`src/rtl/axi4lite_wr_arbiter.sv`:
```
// Two-master, one-slave AXI4-Lite write-path arbiter with round-robin grant.
// Only one AW+W+B transaction is in flight at a time.
module axi4lite_wr_arbiter #(
    parameter int ADDR_W = 32,
    parameter int DATA_W = 32
) (
    input  logic                    ACLK,
    input  logic                    ARESETN,
    input  logic [2*ADDR_W-1:0]     m_awaddr,
    input  logic [1:0]              m_awvalid,
    output logic [1:0]              m_awready,
    input  logic [2*DATA_W-1:0]     m_wdata,
    input  logic [2*(DATA_W/8)-1:0] m_wstrb,
    input  logic [1:0]              m_wvalid,
    output logic [1:0]              m_wready,
    output logic [3:0]              m_bresp,
    output logic [1:0]              m_bvalid,
    input  logic [1:0]              m_bready,
    output logic [ADDR_W-1:0]       s_awaddr,
    output logic                    s_awvalid,
    input  logic                    s_awready,
    output logic [DATA_W-1:0]       s_wdata,
    output logic [DATA_W/8-1:0]     s_wstrb,
    output logic                    s_wvalid,
    input  logic                    s_wready,
    input  logic [1:0]              s_bresp,
    input  logic                    s_bvalid,
    output logic                    s_bready,
    output logic [1:0]              grant
);

    localparam int STRB_W = DATA_W / 8;

    typedef enum logic [1:0] {IDLE, XFER, RESP} state_t;

    state_t     r_state;
    state_t     w_stateNext;
    logic [1:0] r_grant;
    logic [1:0] w_grantNext;
    logic       r_last;
    logic       w_lastNext;
    logic       r_awDone;
    logic       w_awDoneNext;
    logic       r_wDone;
    logic       w_wDoneNext;
    logic       w_sel;
    logic       w_pick;

    assign w_sel = r_grant[1];
    assign grant = r_grant;

    // Payload is steered by the owner index; valids gate whether the slave acts on it.
    assign s_awaddr = w_sel ? m_awaddr[2*ADDR_W-1:ADDR_W] : m_awaddr[ADDR_W-1:0];
    assign s_wdata  = w_sel ? m_wdata[2*DATA_W-1:DATA_W]  : m_wdata[DATA_W-1:0];
    assign s_wstrb  = w_sel ? m_wstrb[2*STRB_W-1:STRB_W]  : m_wstrb[STRB_W-1:0];

    always_ff @(posedge ACLK or negedge ARESETN) begin
        if (!ARESETN) begin
            r_state  <= IDLE;
            r_grant  <= 2'b00;
            r_last   <= 1'b1;
            r_awDone <= 1'b0;
            r_wDone  <= 1'b0;
        end else begin
            r_state  <= w_stateNext;
            r_grant  <= w_grantNext;
            r_last   <= w_lastNext;
            r_awDone <= w_awDoneNext;
            r_wDone  <= w_wDoneNext;
        end
    end

    always_comb begin
        w_stateNext  = r_state;
        w_grantNext  = r_grant;
        w_lastNext   = r_last;
        w_awDoneNext = r_awDone;
        w_wDoneNext  = r_wDone;
        w_pick       = 1'b0;
        s_awvalid    = 1'b0;
        s_wvalid     = 1'b0;
        s_bready     = 1'b0;
        m_awready    = 2'b00;
        m_wready     = 2'b00;
        m_bvalid     = 2'b00;
        m_bresp      = 4'b0000;

        case (r_state)
            IDLE: begin
                if (|m_awvalid) begin
                    // On a tie the master that did not win last time goes next.
                    w_pick      = (&m_awvalid) ? ~r_last : m_awvalid[1];
                    w_grantNext = w_pick ? 2'b10 : 2'b01;
                    w_lastNext  = w_pick;
                    w_stateNext = XFER;
                end
            end
            XFER: begin
                s_awvalid        = m_awvalid[w_sel] & ~r_awDone;
                m_awready[w_sel] = s_awready & ~r_awDone;
                s_wvalid         = m_wvalid[w_sel] & ~r_wDone;
                m_wready[w_sel]  = s_wready & ~r_wDone;
                w_awDoneNext     = r_awDone | (s_awvalid & s_awready);
                w_wDoneNext      = r_wDone | (s_wvalid & s_wready);
                if (w_awDoneNext && w_wDoneNext) begin
                    w_stateNext = RESP;
                end
            end
            RESP: begin
                s_bready                = m_bready[w_sel];
                m_bvalid[w_sel]         = s_bvalid;
                m_bresp[{w_sel, 1'b0} +: 2] = s_bresp;
                if (s_bvalid && s_bready) begin
                    w_awDoneNext = 1'b0;
                    w_wDoneNext  = 1'b0;
                    w_grantNext  = 2'b00;
                    w_stateNext  = IDLE;
                end
            end
            default: begin
                w_stateNext = IDLE;
            end
        endcase
    end

endmodule

```
`config.mk`:
```
export PLATFORM = sky130hd
export DESIGN_NAME = axi4lite_wr_arbiter
export DESIGN_NICKNAME = d
export VERILOG_FILES = /design/src/rtl/axi4lite_wr_arbiter.sv
export SDC_FILE = /design/constraint.sdc
export NUM_CORES = 1
export LEC_CHECK = 0
export BUFFER_PORTS_ARGS = -buffer_cell sky130_fd_sc_hd__buf_2
export CAP_MARGIN = 20
export CORE_AREA = 2 2 90 92
export CTS_BUF_LIST = sky130_fd_sc_hd__clkbuf_2
export CTS_CLUSTER_SIZE = 40
export DETAILED_ROUTE_END_ITERATION = 6
export DIE_AREA = 0 0 92 94
export PLACE_DENSITY = 0.67
export SYNTH_ARGS = -nofsm -noshare
export SYNTH_HDL_FRONTEND = slang
export SYNTH_SLANG_ARGS = --single-unit
export TNS_END_PERCENT = 50
```
`constraint.sdc`:
```
create_clock -name ACLK -period 3.2 [get_ports ACLK]
set_input_delay 0.48 -clock ACLK [delete_from_list [all_inputs] [get_ports ACLK]]
set_output_delay 0.48 -clock ACLK [all_outputs]
set_load 0.1 [all_outputs]
```
* Yosys cells after proc, flatten, opt, wreduce, memory -nomap -nowiden
Cells that the tools add are included.
Cells by class: order comparisons 2, multiplexer cells 29, reductions and logical operators 12, add/sub/neg operators 1, shift operators 2, bitwise operators 15, eq/ne operators 5
Operators by type and width (number):
- $mux W32 | 2
- $mux W2 | 8
- $mux W1 | 12
- $mux W4 | 2
- $and A1 B1 Y1 | 6
- $and A2 B2 Y2 | 3
- $ne A2 B2 Y1 const B | 3
- $pmux W2 S3 | 1
- $reduce_and A2 Y1 | 3
- $reduce_and A3 Y1 | 2
- $and A4 B4 Y4 | 1
- $neg A2 Y4 | 1
- $pmux W1 S2 | 2
- $pmux W2 S2 | 1
- $reduce_bool A2 Y1 | 2
- $shift A2 B4 Y4 const A | 1
- $shiftx A2 B4 Y4 | 1
- $logic_and A1 B1 Y1 | 3
- $not A1 Y1 | 3
- $eq A2 B1 Y1 const B | 1
- $eq A2 B2 Y1 const B | 1
- $logic_not A2 Y1 | 1
- $lt A1 B2 Y1 const B | 1
- $or A1 B1 Y1 | 2
- other kinds (3) | 3
Storage, ports and cells: input port bits 149, output and inout port bits 83, bits in registers 7, logic and storage cells 71

* Longest topological paths before layout
Gate-level depths: netlist of run 1.
depth in word-level cells 8, gate-level depth with buffers 4, gate-level depth less buffers 3

* Worst setup path before layout of run 1
OpenSTA, ideal clock, no wires.
kind reg-to-output, start register r_grant[1], in the netlist grant[1], end output port m_wready[0], buffers on the path 2, path slack -1670 ps, arrival time 4390 ps, cell stages (with the launch flop) 4, required time 2720 ps, path through dfrtp_1 buf_6 clkbuf_1 nor4b_1
Between the ends: longest elaborated chain between the ends 6, elaborated cells between the ends (all ways) 7, those cells by class order compare (2); mux (3); bitwise (1); reduce/logical (1)
Ends and longest elaborated chain:
- start: declaration | RTL line 38 | logic [1:0] r_grant;
- start signal: assignment | RTL line 66 | r_grant <= w_grantNext;
- $lt A1 B2 Y1 (implied by the code) / $ge A1 B1 Y1 (equally long branches) | RTL line 102 | m_wready[w_sel] = s_wready & ~r_wDone;
- $logic_and A1 B1 Y1 (implied by the code) | RTL line 102
- $mux W1 (implied by the code) | RTL line 102
- $demux W1 S1 (*) | RTL line 102
- $and A2 B2 Y2 (no line) (*)
- $mux W2 (*) | RTL line 88 | case (r_state)
- end: declaration | RTL line 15 | output logic [1:0] m_wready,
Every way passes the cells marked *; elsewhere a longest branch is shown, timed or not.

* Worst setup path in the final report of run 1
start register r_grant[1], in the netlist grant[1], end output port s_awvalid
Between the ends: longest elaborated chain between the ends 4
Ends and longest elaborated chain:
- $mux W1 (implied by the code) (2 in a row) | RTL line 99 | s_awvalid = m_awvalid[w_sel] & ~r_awDone;
- $and A1 B1 Y1 | RTL line 99
- $mux W1 | RTL line 88
- end: declaration | RTL line 20 | output logic s_awvalid,
No other way between the ends. The select of a mux whose other input is x is not followed.

==> results.json, run 1 <==
{
  "postCtsSetupBuffers": 0,
  "total_of_max_cap_violations": 0,
  "number_of_antenna_violations_at_the_first_check_in_global_routing": 0,
  "yosysSeqAreaShare_pct": 13.0,
  "worstSetupStartpoint": "grant[1]",
  "cp_max_fo": 83,
  "worst_clock_skew_ns": 0.00497,
  "critical_path.reg2reg.startpoint": "grant[1]",
  "final_cells": 462,
  "critical_path_data_arrival_time_ns": 2.20,
  "clk_latency_ns": 0.25,
  "path_class": "reg -> out",
  "routed_vias": 1967,
  "synth-seq-cells": 7,
  "htree_num_levels": 1,
  "design.die.area_mm2": 0.00865,
  "hp-class": "in -> async",
  "finalCriticalPeriod_ns": 2.68,
  "final_net_count": 510,
  "io-pin-count": 232,
  "synth_area_mm2": 0.00136,
  "synth_cell_types": 32,
  "tightest_slew_ns": 1.02,
  "clock_path_buffers": 2,
  "grt.overflow.total": 0,
  "ctsResizeCount": 0,
  "detailedPlacementHpwl_um": 5920,
  "pin_count_of_the_biggest_net_entering_global_routing": 84,
  "fmax_mhz": 373,
  "grtUsageTotal_pct": 14.0,
  "detail_route.iter0.violations": 35,
  "clkSinkCount": 7,
  "report.final.setup_viol": 0,
  "tritoncts": "built",
  "die_width_um": 92,
  "cts_buffer_count": 3,
  "fp-row-count": 32,
  "start_util_pct": 17.9,
  "antenna-diode-count": 0,
  "final_max_slew_viol_count": 0,
  "clk_transition_reported_paths_ns": 0.08,
  "placedCellCount": 458,
  "synthesis.nets": 284,
  "first_global_vias": 1929,
  "layout_worst_path_cycle_share_pct": 83.7,
  "die_h_um": 94,
  "timing_hold_violations_final": 0,
  "rsz0062_at_grt": "no",
  "route.final.wire_length_um": 6810,
  "core_mm2": 0.00761,
  "avgRoutedWirePerCell_um": 14.7,
  "flow.area_growth_from_synthesis_pct": 92.3,
  "routed_via_density": 4.26,
  "postRouteAntennaNets": 0,
  "clockRootBuffer": "sky130_fd_sc_hd__clkbuf_2",
  "n_fill_cell": 816,
  "synthesis.area_per_instance_um2": 10.1,
  "run_status": "finished, final reports clean",
  "place.gp.congestion": 0.791,
  "worst_ep_required_time_ns": 2.72,
  "timing.slew.headroom_pct": 31.9,
  "cts_hold_buf": 0,
  "wire_length_of_the_first_global_routing_pass_um": 9690,
  "ys.warnings.count": 0,
  "timing.critical_path.from_type": "flop",
  "worst_setup_path_end_kind": "output pin",
  "post-route-drc-count": 0,
  "drtPass1Iterations": 3,
  "synthCells": 135,
  "io_buffer_count": 231,
  "drive_above_1_share_pct": 88.1
}
-- critical path, cell delays in order (launching register included) --
cell and delay (ns):
sky130_fd_sc_hd__dfrtp_4 1.06, sky130_fd_sc_hd__mux2_4 0.31, sky130_fd_sc_hd__and2_1 0.13, sky130_fd_sc_hd__buf_2 0.42
-- final cells by class --
type	count	area [um^2]	share of cell area [%]
inverters	4	15.0	0.574
well taps	102	128	4.88
clock buffers	4	20.0	0.766
multi-input cells	114	1120	42.7
repair buffers	231	1160	44.2
flip-flops and latches	7	180	6.89
-- layer usage --
layer	wire length [um]	GRT usage, %
met4	118	3.86
met2	3420	24.6
met5	0	0
met1	2800	17.9
met3	478	1.93
-- logic make-up (layout without fill, tap and decap cells) --
group / count (synthesis) / in the layout / share of synthesized area, %
flip-flops: 7 / 7 / 13.0
buffers and inverters: 14 / 239 / 5.80
AND/OR/NAND/NOR: 25 / 25 / 11.4
multiplexers: 71 / 71 / 60.2
AO/OA/AOI/OAI: 18 / 18 / 9.66
-- layout by cell type (no fill, tap or decap) --
| cell | n |
|---|---|
| sky130_fd_sc_hd__and3_1 | 5 |
| sky130_fd_sc_hd__a31oi_1 | 1 |
| sky130_fd_sc_hd__o311a_1 | 1 |
| sky130_fd_sc_hd__dfstp_2 | 1 |
| sky130_fd_sc_hd__nor2_1 | 6 |
| sky130_fd_sc_hd__nor3_1 | 2 |
| sky130_fd_sc_hd__o211ai_1 | 1 |
| sky130_fd_sc_hd__o21ai_0 | 4 |
| sky130_fd_sc_hd__nor3_2 | 1 |
| sky130_fd_sc_hd__nand3b_4 | 1 |
| sky130_fd_sc_hd__nor4b_2 | 2 |
| sky130_fd_sc_hd__dfrtp_1 | 5 |
| sky130_fd_sc_hd__mux2i_4 | 1 |
| sky130_fd_sc_hd__nor2b_1 | 1 |
| sky130_fd_sc_hd__or2_2 | 1 |
| sky130_fd_sc_hd__mux2_2 | 68 |
| sky130_fd_sc_hd__buf_2 | 231 |
| sky130_fd_sc_hd__nand2b_1 | 1 |
| sky130_fd_sc_hd__mux2_4 | 2 |
| sky130_fd_sc_hd__inv_1 | 4 |
| sky130_fd_sc_hd__dfrtp_4 | 1 |
| sky130_fd_sc_hd__o31ai_1 | 1 |
| sky130_fd_sc_hd__and2_1 | 2 |
| sky130_fd_sc_hd__nand2_1 | 3 |
| sky130_fd_sc_hd__o221a_1 | 1 |
| sky130_fd_sc_hd__o221ai_1 | 1 |
| sky130_fd_sc_hd__clkbuf_2 | 4 |
| sky130_fd_sc_hd__a211oi_2 | 1 |
| sky130_fd_sc_hd__a21oi_2 | 2 |
| sky130_fd_sc_hd__a21oi_1 | 4 |
| sky130_fd_sc_hd__a21bo_2 | 1 |
-- synthesized netlist by cell type, drive strengths merged --
cell type	number	area, um^2
mux2	70	796
buf	9	60.1
a21oi	6	37.5
dfrtp	6	150
nor2	6	22.5
and3	5	31.3
inv	4	15.0
o21ai	4	20.0
nand2	3	11.3
nor3	3	15.0
and2	2	12.5
nor4b	2	23.8
a211oi	1	12.5
a21bo	1	10.0
a31oi	1	6.26
clkbuf	1	3.75
dfstp	1	26.3
mux2i	1	22.5
nand2b	1	6.26
nand3b	1	20.0
nor2b	1	6.26
o211ai	1	7.51
o221a	1	11.3
o221ai	1	8.76
o311a	1	10.0
o31ai	1	7.51
or2	1	6.26
-- worst paths after layout --
path                              to  slack (ns)  depth (start not counted)
setup / recovery           s_awvalid        0.52                          3
hold / removal               r_wDone        0.04                          1
setup reg to reg            grant[0]        1.25                          3
hold reg to reg               r_last        0.56                          2
max in group asynchronous     r_last        2.92                          1
min in group ACLK             r_last        0.43                          2
-- flip-flops by register name, summed over array words and instances (netlist names) --
name	flops
r_last	1
r_awDone	1
grant	2
r_state	2
r_wDone	1
-- through the flow --
stage / setup TNS (ns) / hold slack (ns) / util, % / setup slack [ns] / cell area [um^2]
detailed placement: 0 / 0.324 / 34.1 / 0.765 / 2590
CTS: 0 / 0.0441 / 34.4 / 0.479 / 2620
finish: 0 / 0.0436 / 34.4 / 0.521 / 2620
global route: 0 / 0.0453 / 34.4 / 0.332 / 2620
global placement: 0 / 0.324 / 34.1 / 0.803 / 2590
floorplan: -1.22 / 0.184 / - / -0.574 / 1370
Power of run 1 is not shown: default switching activity piles up to over one toggle a cycle in this logic, so the estimate is an artifact.
==> run 2: changes to the inputs <==
--- a/config.mk
+++ b/config.mk
@@ -12,7 +12,7 @@
 export CTS_CLUSTER_SIZE = 40
 export DETAILED_ROUTE_END_ITERATION = 6
 export DIE_AREA = 0 0 92 94
-export PLACE_DENSITY = 0.67
+export PLACE_DENSITY = 0.7
 export SYNTH_ARGS = -nofsm -noshare
 export SYNTH_HDL_FRONTEND = slang
 export SYNTH_SLANG_ARGS = --single-unit
==> constraint.sdc (replaced) <==
create_clock -name ACLK -period 2.4 [get_ports ACLK]
set_input_delay 0.36 -clock ACLK [delete_from_list [all_inputs] [get_ports ACLK]]
set_output_delay 0.36 -clock ACLK [all_outputs]
set_load 0.1 [all_outputs]
==> results.json, run 2 (synthesized netlist as in run 1, its figures left out) <==
{
  "route.final.wire_length_um": 7310,
  "flow.area_growth_from_synthesis_pct": 181,
  "drive_above_1_share_pct": 88.7,
  "postCtsSetupBuffers": 0,
  "vdd.ir_drop.worst_mv": 0.898,
  "io-pin-count": 232,
  "start_util_pct": 17.9,
  "total_of_max_cap_violations": 0,
  "leakagePower_nw": 1.87,
  "routed_vias": 1979,
  "sequential_cell_area_um2": 180,
  "fmax_mhz": 441,
  "r2r_cells": 3,
  "timing.hold.worst.start": "m_awvalid[0]",
  "first_global_vias": 2053,
  "worst_ep_required_time_ns": 2.04,
  "clockRootBuffer": "sky130_fd_sc_hd__clkbuf_2",
  "fp-row-count": 32,
  "tightest_slew_ns": 0.494,
  "final_net_count": 513,
  "cp_max_fo": 10,
  "n_fill_cell": 690,
  "io_buffer_count": 231,
  "power_density_over_the_cells_mw_per_mm2": 1630,
  "detailedPlacementHpwl_um": 6350,
  "drtPass1Iterations": 3,
  "layout_commonest_cell": "sky130_fd_sc_hd__buf_2",
  "path_class": "reg -> out",
  "commonest_cells_after_routing_fill_and_taps_aside": "sky130_fd_sc_hd__buf_2, sky130_fd_sc_hd__buf_12, sky130_fd_sc_hd__mux2_2, sky130_fd_sc_hd__and3_1, sky130_fd_sc_hd__dfrtp_1",
  "postPlaceCellArea_mm2": 0.00379,
  "layout_worst_path_cycle_share_pct": 94.6,
  "critical_path.reg2reg.startpoint": "grant[1]",
  "multi_input_comb_area_mm2": 0.00116,
  "core_mm2": 0.00761,
  "die_width_um": 92,
  "hp-class": "in -> reg",
  "avgRoutedWirePerCell_um": 15.7,
  "clkSinkCount": 7,
  "wire_length_of_the_first_global_routing_pass_um": 10600,
  "grt.overflow.total": 0,
  "die_h_um": 94,
  "worst_clock_skew_ns": 0.00876,
  "report.final.setup_viol": 0,
  "antenna-diode-count": 0,
  "critPathCapture": "m_awready[0]",
  "rsz0062_at_grt": "no",
  "setup_slack_ns": 0.130,
  "timing.critical_path.from_type": "flop",
  "worst_setup_path_end_kind": "output pin",
  "clk_transition_reported_paths_ns": 0.09,
  "pin_count_of_the_biggest_net_entering_global_routing": 40,
  "timing_hold_violations_final": 0,
  "postRouteAntennaNets": 0,
  "clock_path_buffers": 2,
  "place.gp.congestion": 0.847,
  "cts_buffer_count": 3,
  "timing.slew.headroom_pct": 67.3,
  "routed_via_density": 4.26,
  "stdcell_area_mm2": 0.00382,
  "placedCellCount": 460,
  "detail_route.iter0.violations": 29,
  "worstSetupStartpoint": "r_state[0]",
  "final_max_slew_viol_count": 0,
  "post-route-drc-count": 0,
  "final_cells": 465,
  "htree_num_levels": 1,
  "run_status": "finished, final reports clean",
  "tritoncts": "built",
  "finalCriticalPeriod_ns": 2.27,
  "reg2reg_setup_slack_ns": 1.01,
  "design.die.area_mm2": 0.00865,
  "grtUsageTotal_pct": 15.3,
  "rr_endpoint": "grant[0]",
  "p_total_mw": 6.24,
  "critical_path_data_arrival_time_ns": 1.91,
  "dp_slack_ns": 0.398,
  "number_of_antenna_violations_at_the_first_check_in_global_routing": 0,
  "clk_latency_ns": 0.24
}
[run 2: where the power goes]
| group | internal (mW) | switching, mW |
|---|---|---|
| Combinational | 2.06 | 3.78 |
| Sequential | 0.185 | 0.130 |
| Clock | 0.0443 | 0.0482 |
| Total | 2.28 | 3.96 |
[run 2: how the worst min path moves through the flow]
stage                    end  slack, ns  depth (start not counted)
global route          r_last       0.31                          2
floorplan           grant[0]       0.06                          0
detailed placement   r_wDone       0.20                          1
CTS                   r_last       0.32                          2
finish                r_last       0.31                          2
global placement     r_wDone       0.20                          1
[run 2: repair_timing]
item | in CTS | in global routing
resized for setup | 0 | 0
endpoints found under the hold margin | 6 | 0
hold buffers | 1 | 0
[run 2: layer usage]
layer  global-route usage (%)  routed length (um)
met2                     28.2                3900
met5                        0                   0
met1                     18.6                2750
met3                     3.69                 581
met4                     1.74                  70
[run 2: worst max-delay path: stages, from the launching register on]
cell,delay (ns)
sky130_fd_sc_hd__dfrtp_1,0.59
sky130_fd_sc_hd__nand2b_1,0.31
sky130_fd_sc_hd__nor4b_4,0.30
sky130_fd_sc_hd__buf_2,0.46
[run 2: area by class of cell]
cell class	instances	area share, %
sequential	7	4.72
inverter	4	0.393
timing repair buffer	234	60.7
clock buffer	4	0.524
tap	102	3.34
multi-input combinational	114	30.3
[run 2: metrics by stage]
stage               utilization [%]  hold WS, ns  setup TNS [ns]
floorplan                         -       0.0644          -0.221
CTS                            50.2        0.316               0
global placement               49.8        0.197               0
global route                   50.2        0.308               0
detailed placement             49.8        0.199               0
finish                         50.2        0.314               0
No activity file was read; power rests on OpenSTA's default activity.
==> run 3: changes to the inputs <==
--- a/config.mk
+++ b/config.mk
@@ -5,6 +5,7 @@
 export SDC_FILE = /design/constraint.sdc
 export NUM_CORES = 1
 export LEC_CHECK = 0
+export ABC_AREA = 1
 export BUFFER_PORTS_ARGS = -buffer_cell sky130_fd_sc_hd__buf_2
 export CAP_MARGIN = 20
 export CORE_AREA = 2 2 90 92
@@ -12,7 +13,7 @@
 export CTS_CLUSTER_SIZE = 40
 export DETAILED_ROUTE_END_ITERATION = 6
 export DIE_AREA = 0 0 92 94
-export PLACE_DENSITY = 0.7
+export PLACE_DENSITY = 0.69
 export SYNTH_ARGS = -nofsm -noshare
 export SYNTH_HDL_FRONTEND = slang
 export SYNTH_SLANG_ARGS = --single-unit
==> results.json, run 3 <==
{
  "run_status": "finished, final reports clean",
  "place.gp.congestion": 0.810,
  "setup_slack_ns": 0.200,
  "post-route-drc-count": 0,
  "routed_via_density": 4.13,
  "synthesis.area_per_instance_um2": 4.49,
  "holdPathEnd": "r_last",
  "fmax_mhz": 454,
  "routed_vias": 2567,
  "critical_path_data_arrival_time_ns": 1.84,
  "antenna-diode-count": 0,
  "synth_area_mm2": 0.00133,
  "cp_num_buf_inv": 2,
  "report.final.setup_viol": 0,
  "commonest_cells_after_routing_fill_and_taps_aside": "sky130_fd_sc_hd__nand2_1, sky130_fd_sc_hd__buf_2, sky130_fd_sc_hd__inv_1, sky130_fd_sc_hd__nor3_4, sky130_fd_sc_hd__buf_12",
  "timing.critical_path.from_type": "flop",
  "synth-seq-cells": 7,
  "drtPass1Iterations": 4,
  "synth_top_area_share_pct": 63.7,
  "clockRootBuffer": "sky130_fd_sc_hd__clkbuf_2",
  "critical_path.slowest_cell": "sky130_fd_sc_hd__buf_2",
  "hp-class": "in -> reg",
  "io-pin-count": 232,
  "fp-row-count": 32,
  "finish.utilization_pct": 37.4,
  "dp_slack_ns": 0.452,
  "post_synth_most_frequent_cells": "sky130_fd_sc_hd__nand2_1, sky130_fd_sc_hd__buf_2, sky130_fd_sc_hd__inv_1, sky130_fd_sc_hd__nor3_1, sky130_fd_sc_hd__nor2_1",
  "placedCellCount": 617,
  "die_width_um": 92,
  "path_class": "reg -> out",
  "worst_ep_required_time_ns": 2.04,
  "detail_route.iter0.violations": 54,
  "synthesis.nets": 444,
  "cp_max_fo": 8,
  "detailedPlacementHpwl_um": 5760,
  "design.die.area_mm2": 0.00865,
  "layout_worst_path_cycle_share_pct": 91.7,
  "synthCells": 295,
  "route.final.wire_length_um": 6600,
  "htree_num_levels": 1,
  "start_util_pct": 17.4,
  "clock_path_buffers": 2,
  "clk_latency_ns": 0.23,
  "yosysSeqAreaShare_pct": 13.3,
  "synth_cell_types": 19,
  "final_net_count": 670,
  "stdcell_area_mm2": 0.00285,
  "clk_transition_reported_paths_ns": 0.07,
  "flow.area_growth_from_synthesis_pct": 115,
  "drive_above_1_share_pct": 50.0,
  "r2r_cells": 5,
  "wire_length_of_the_first_global_routing_pass_um": 9810,
  "synth.largest_area_cell": "sky130_fd_sc_hd__nand2_1",
  "layout_commonest_cell": "sky130_fd_sc_hd__nand2_1",
  "timing_hold_violations_final": 0,
  "path_depth": 4,
  "reg2reg_setup_slack_ns": 0.87,
  "ys_dominant_reg_cell": "sky130_fd_sc_hd__dfrtp_1",
  "pin_count_of_the_biggest_net_entering_global_routing": 43,
  "ys_top_cells_by_area": "sky130_fd_sc_hd__nand2_1, sky130_fd_sc_hd__dfrtp_1, sky130_fd_sc_hd__buf_2",
  "min_delay_path_depth": 4,
  "postCtsSetupBuffers": 0,
  "final_max_slew_viol_count": 0,
  "timing.hold.worst.start": "m_awvalid[0]",
  "tightest_slew_ns": 0.580,
  "cts_buffer_count": 3,
  "grtUsageTotal_pct": 13.4,
  "number_of_antenna_violations_at_the_first_check_in_global_routing": 0,
  "synthArstFlopShare_pct": 100,
  "worst_setup_path_end_kind": "output pin",
  "finalCriticalPeriod_ns": 2.20,
  "postRouteAntennaNets": 0,
  "cpLargestDelayFamily": "buffers and inverters",
  "core_mm2": 0.00761,
  "rsz0062_at_grt": "no",
  "cpPeakStageDelay_ns": 0.45,
  "io_buffer_count": 231,
  "tritoncts": "built",
  "die_h_um": 94,
  "avgRoutedWirePerCell_um": 10.6,
  "synth_edf_count": 0,
  "synth_most_common_cell": "sky130_fd_sc_hd__nand2_1",
  "total_of_max_cap_violations": 0,
  "timing.slew.headroom_pct": 61.3,
  "critical_path.reg2reg.startpoint": "grant[1]",
  "worst_clock_skew_ns": 0.00754,
  "first_global_vias": 2295,
  "ys.warnings.count": 0,
  "worstPathCellList": "nor2_1 -> inv_1 -> nor3_4 -> buf_2",
  "final_cells": 622,
  "clkSinkCount": 7,
  "postPlaceCellArea_mm2": 0.00282,
  "rr_endpoint": "grant[1]",
  "grt.overflow.total": 0
}
run 3: tightest hold or removal path, stage by stage:
cell	delay (ns)
sky130_fd_sc_hd__buf_2	0.10
sky130_fd_sc_hd__a21boi_0	0.10
sky130_fd_sc_hd__nand2_1	0.07
sky130_fd_sc_hd__nand2_1	0.06
run 3: timing repair:
item,4_1_cts,5_1_grt
endpoints found under the hold margin,6,0
resized for setup,0,0
hold buffers,1,0
run 3: logic make-up (layout without fill, tap and decap cells):
logic type             count (synthesis)  count (layout)  synth area share, %
AOI/OAI and AO/OA                      8               8                 3.21
buffers and inverters                 29             254                 9.63
DFF                                    7               7                 13.3
and+or+nand+nor                      251             251                 73.8
run 3: cell type report:
class | instances | area [um^2]
fill | 819 | 4760
timing repair buffer | 237 | 1340
multi-input combinational | 259 | 1130
sequential | 7 | 178
tap | 102 | 128
inverter | 13 | 48.8
clock buffer | 4 | 20.0
run 3: per-stage QoR:
step | hold WS (ns) | TNS [ns]
floorplan | 0.0644 | -0.0835
global placement | 0.200 | 0
detailed placement | 0.204 | 0
CTS | 0.452 | 0
global route | 0.468 | 0
finish | 0.459 | 0
run 3: routing by layer:
metal	wire (um)	GRT usage, %	share of wire (%)	up-vias
met5	0	0	0	-
met4	82	3.23	1.2	0
met3	624	1.61	9.5	12
met2	3290	26.2	50	152
met1	2600	15.4	39	1069
li1	-	-	-	1334
run 3: worst max path at each step:
stage | end | from | slack, ns
after floorplan | m_wready[0] | grant[1] | -0.08
after detailed placement | m_bresp[0] | r_state[0] | 0.45
after global placement | s_wvalid | grant[1] | 0.49
after CTS | m_bresp[0] | r_state[0] | 0.18
final | m_bresp[0] | r_state[0] | 0.20
after global routing | m_bresp[0] | r_state[0] | 0.07
Power of run 3 is left out for the same reason.
